[src/rtl/alu_seq_driver.sv]
// Command-to-pin driver for the 4-bit sequential ALU: serializes op/A/B nibbles, then captures result/flags.
// Optional ALU_SEQ_DRV_TXN_COUNT_EN adds an 8-bit completed-transaction counter on port txn_count.
module alu_seq_driver #(
  parameter int RESULT_LATENCY = 2
) (
  input  logic       clk,
  input  logic       reset,
  input  logic       cmd_valid,
  output logic       cmd_ready,
  input  logic [3:0] cmd_op,
  input  logic [3:0] cmd_a,
  input  logic [3:0] cmd_b,
  output logic       alu_enabled,
  output logic [3:0] alu_data,
  input  logic [3:0] alu_result,
  input  logic [3:0] alu_flags,
  output logic       rsp_valid,
  input  logic       rsp_ready,
  output logic [3:0] rsp_result,
  output logic [3:0] rsp_flags,
  output logic       busy
`ifdef ALU_SEQ_DRV_TXN_COUNT_EN
  ,output logic [7:0] txn_count
`endif
);

  typedef enum logic [2:0] {
    S_IDLE,
    S_OP,
    S_A,
    S_B,
    S_WAIT,
    S_RSP
  } state_e;

  localparam logic [3:0] WaitLoad = 4'(RESULT_LATENCY - 1);

  state_e     state_q, state_d;
  logic [3:0] op_q, op_d;
  logic [3:0] a_q, a_d;
  logic [3:0] b_q, b_d;
  logic [3:0] cnt_q, cnt_d;
  logic [3:0] rsp_result_q, rsp_result_d;
  logic [3:0] rsp_flags_q, rsp_flags_d;
`ifdef ALU_SEQ_DRV_TXN_COUNT_EN
  logic [7:0] txn_count_q, txn_count_d;
`endif

  always_comb begin
    state_d      = state_q;
    op_d         = op_q;
    a_d          = a_q;
    b_d          = b_q;
    cnt_d        = cnt_q;
    rsp_result_d = rsp_result_q;
    rsp_flags_d  = rsp_flags_q;
`ifdef ALU_SEQ_DRV_TXN_COUNT_EN
    txn_count_d  = txn_count_q;
`endif
    case (state_q)
      S_IDLE: begin
        // Operands are snapshotted here so later cmd_* changes cannot leak into the beats.
        if (cmd_valid) begin
          op_d    = cmd_op;
          a_d     = cmd_a;
          b_d     = cmd_b;
          state_d = S_OP;
        end
      end
      S_OP: state_d = S_A;
      S_A:  state_d = S_B;
      S_B: begin
        cnt_d   = WaitLoad;
        state_d = S_WAIT;
      end
      S_WAIT: begin
        if (cnt_q == 4'd0) begin
          rsp_result_d = alu_result;
          rsp_flags_d  = alu_flags;
          state_d      = S_RSP;
        end else begin
          cnt_d = cnt_q - 4'd1;
        end
      end
      S_RSP: begin
        if (rsp_ready) begin
          state_d = S_IDLE;
`ifdef ALU_SEQ_DRV_TXN_COUNT_EN
          txn_count_d = txn_count_q + 8'd1;
`endif
        end
      end
      default: state_d = S_IDLE;
    endcase
  end

  always_ff @(posedge clk) begin
    if (reset) begin
      state_q      <= S_IDLE;
      rsp_result_q <= 4'd0;
      rsp_flags_q  <= 4'd0;
    end else begin
      state_q      <= state_d;
      rsp_result_q <= rsp_result_d;
      rsp_flags_q  <= rsp_flags_d;
    end
  end

  always_ff @(posedge clk) begin
    op_q  <= op_d;
    a_q   <= a_d;
    b_q   <= b_d;
    cnt_q <= cnt_d;
  end

`ifdef ALU_SEQ_DRV_TXN_COUNT_EN
  always_ff @(posedge clk) begin
    if (reset) txn_count_q <= 8'd0;
    else       txn_count_q <= txn_count_d;
  end

  assign txn_count = txn_count_q;
`endif

  // Every output is a decode of registered state; no input reaches an output combinationally.
  always_comb begin
    alu_data = 4'd0;
    case (state_q)
      S_OP:    alu_data = op_q;
      S_A:     alu_data = a_q;
      S_B:     alu_data = b_q;
      default: alu_data = 4'd0;
    endcase
  end

  assign cmd_ready   = (state_q == S_IDLE);
  assign busy        = (state_q != S_IDLE);
  assign alu_enabled = (state_q == S_OP) || (state_q == S_A) || (state_q == S_B);
  assign rsp_valid   = (state_q == S_RSP);
  assign rsp_result  = rsp_result_q;
  assign rsp_flags   = rsp_flags_q;

endmodule
[config.mk]
export PLATFORM = sky130hd
export DESIGN_NAME = alu_seq_driver
export DESIGN_NICKNAME = d
export VERILOG_FILES = /design/src/rtl/alu_seq_driver.sv
export SDC_FILE = /design/constraint.sdc
export NUM_CORES = 1
export LEC_CHECK = 0
export ABC_AREA = 1
export CAP_MARGIN = 10
export CORE_AREA = 5 5 45 76
export DETAILED_ROUTE_END_ITERATION = 8
export DIE_AREA = 0 0 50 81
export PLACE_DENSITY_LB_ADDON = 0.2
export SYNTH_ARGS = -nofsm -noshare
export SYNTH_HDL_FRONTEND = slang
export SYNTH_SLANG_ARGS = --single-unit
export TNS_END_PERCENT = 50
[constraint.sdc]
create_clock -name clk -period 1.9 [get_ports clk]
set_clock_uncertainty 0.15 [all_clocks]
set_input_delay 0.38 -clock clk [delete_from_list [all_inputs] [get_ports clk]]
set_output_delay 0.38 -clock clk [all_outputs]
set_load 0.01 [all_outputs]
==> qor.yml, run 1 <==
postLayoutCoreUtil_pct: 62.19
synth_top_area_share_pct: 41.47
crit_chain: "inv_2, buf_4, nand2_1, nor2_2, inv_1, dlygate4sd2_1"
hold_viol: 0
powerDensity_mw_per_mm2: 1237
async_flop_share_pct: 0
synthCells: 117
die_width_um: 50
grt-ovfl-total: 0
ys_ff_latch: 27
rows: 25
critical_path_required_ns: 1.37
hpwlAfterDp_mm: 2.043
grt-busiest-layer: "met2"
fmax_ghz: 0.5412
rsz0062_at_grt: "yes"
drive_gt1_share_pct: 19.64
fin_crit_sh_pct: 97.25
drt-vias-per-instance: 4.897
status: "finished, final reports clean"
syn_area_per_cell_um2: 9.903
seq_area_frac_synth_pct: 60.48
slowest_delay_ns: 0.34
hold_path_class: "register to register"
antenna_found_initial: 0
syn_nets: 143
slew_viol_final: 0
finalWirelength_mm: 2.476
die_h_um: 81
p_switching_uw: 739.1
cts_setup_buffers: 0
ant_nets: 0
numCtsBuffers: 3
cts-root-buf: "clkbuf_8"
p_int_uw: 1330
io_pins: 40
grt_pass1_vias: 977
synth_area_mm2: 0.001159
grt_pass1_wl_mm: 3.967
worst_ep_arrival_time_ns: 1.32
setup_violations: 0
synth_common_cells: "nor2_1 (26), nand2_1 (19), edfxtp_1 (16), dfxtp_1 (11), inv_1 (9)"
synth_area_leaders: "edfxtp_1 (41%), dfxtp_1 (19%), nor2_1 (8.4%)"
fin_crit_ns: 1.848
clock_sinks: 27
io_buffers: 39
clockBufferDepth: 2
synth_warnings: 0
p_sw_share_pct: 35.72
num_vias: 955
gp_congestion: 0.8557
detail_route.first_pass.iterations: 2
cap_violations: 0
use_met2_pct: 24.31
place_ws_ns: 0.003430
synth_edf_count: 16
syn_to_final_growth_pct: 44.38
insertion_delay_ns: 0.27
drt_iter0_drc: 10
p_clk_share_pct: 15.6
sequentialPowerShare_pct: 42.0
crit_path_max_fanout: 3
use_met3_pct: 2.385
synth.largest_area_cell: "edfxtp_1"
n_antenna_cell: 0
tightest_slew_ns: 0.2995
grt_usage_pct: 12.33
end_kind: "output port"
dieArea_mm2: 0.004050
setup_slack_ns: 0.05218
slowest_stage: "dfxtp_2"
h-tree-depth: 1
ir_worst_vdd_mv: 0.9768
yosysUniqueCellTypes: 25
cts_tree: "done"
yosys.cell_count.top_type: "nor2_1"
routedWlPerCell_um: 12.70
grt_max_degree: 17
slew-limit-headroom_pct: 80.01
hold_buffers: 0
critPathKind: "register to output port"
core_area_mm2: 0.002690
layout.nets: 195
drc: 0
start_kind: "register"
yosys_most_used_dff: "edfxtp_1"
use_met1_pct: 11.27
clk_pin_slew_ns: 0.09
p_comb_share_pct: 42.4
leakage_uw: 0.0007548
initial_core_util_pct: 43.07
worst max-delay path, delay by kind of cell, from the launching register on:
family / cells / cell delay [ns]
AND/OR/NAND/NOR: 2 / 0.19
buffers and inverters: 4 / 0.52
flip-flops: 1 / 0.34
kinds of logic after synthesis:
kind of cell	after synthesis	share of synthesized area [%]
flops	27	60.47
buf+inv	13	4.428
fa+ha+maj	2	2.159
simple gates	62	25.81
compound gates	11	5.615
xor+xnor	2	1.512
cell usage in the layout (no fill, tap or decap), types with 3 or more instances in the layout:
cell             Yosys  routed
edfxtp_1            16      16
clkbuf_2             0       4
buf_4                0       8
inv_1                9       8
clkdlybuf4s50_1      0      31
dlygate4sd2_1        0       4
o21ai_0              7       7
dfxtp_1             11       9
nand3_1              6       6
nor2_1              26      24
nand2_1             19      19
clkbuf_8             0       3
nor2_2               1       3
inv_2                3       4
layer usage:
layer	part of all wire [%]	up-vias
met5	0	-
met4	2.7	0
met3	4.2	8
met2	57	26
met1	36	437
li1	-	484
worst paths after layout:
path	slack (ns)	cells after the start	from	end
max	0.05	6	state_q[0]$_SDFFE_PP0P_	busy
min	0.38	2	rsp_result[3]$_SDFFE_PP0P_	rsp_result[3]$_SDFFE_PP0P_
max reg2reg	0.31	5	cnt_q[0]$_SDFFCE_PP1P_	cnt_q[1]$_SDFFCE_PP0P_
min reg2reg	0.38	2	rsp_result[3]$_SDFFE_PP0P_	rsp_result[3]$_SDFFE_PP0P_
power groups by stage:
stage / Combinational, uW / Clock (uW) / Sequential (uW)
2_1_floorplan: 477 / 0 / 890
3_3_place_gp: 950 / 0 / 874
3_5_place_dp: 964 / 0 / 880
4_1_cts: 906 / 334 / 868
5_1_grt: 974 / 365 / 882
6_report: 876 / 323 / 870
state kept, by name, indices dropped and copies added (netlist names):
register    count
a_q             4
rsp_flags       4
cnt_q           4
op_q            4
state_q         3
rsp_result      4
b_q             4
area by class of cell:
cell class,instances,area (um2)
Clock buffer,3,41.29
Clock inverter,1,6.256
Fill cell,244,1017
Inverter,13,51.30
Multi-Input combinational cell,77,411.6
Sequential cell,27,703.2
Tap cell,27,33.78
Timing Repair Buffer,47,425.4
per-stage QoR:
stage / instance area [um2] / instances / TNS, ns / hold slack [ns] / power (uW)
2_1_floorplan: 1161 / 117 / 0 / 0.3289 / 1366
3_3_place_gp: 1645 / 191 / 0 / 0.3296 / 1824
3_5_place_dp: 1645 / 191 / 0 / 0.3496 / 1844
4_1_cts: 1689 / 195 / -0.03141 / 0.3728 / 2107
5_1_grt: 1673 / 195 / -0.04980 / 0.4016 / 2222
6_report: 1673 / 195 / 0 / 0.3753 / 2069
timing repair:
item,in CTS,in global routing
endpoints found under the setup margin,8,6
pin swaps,0,0
gates resized for setup,13,7
No activity file was read; power rests on OpenSTA's default activity.
==> run 2, diff against run 1 <==
CTS_CLUSTER_SIZE = 14   (was unset)
GPL_ROUTABILITY_DRIVEN = 0   (was unset)
==> results of run 2 <==
The final DEF is identical to that of run 1; final timing and power are the same.
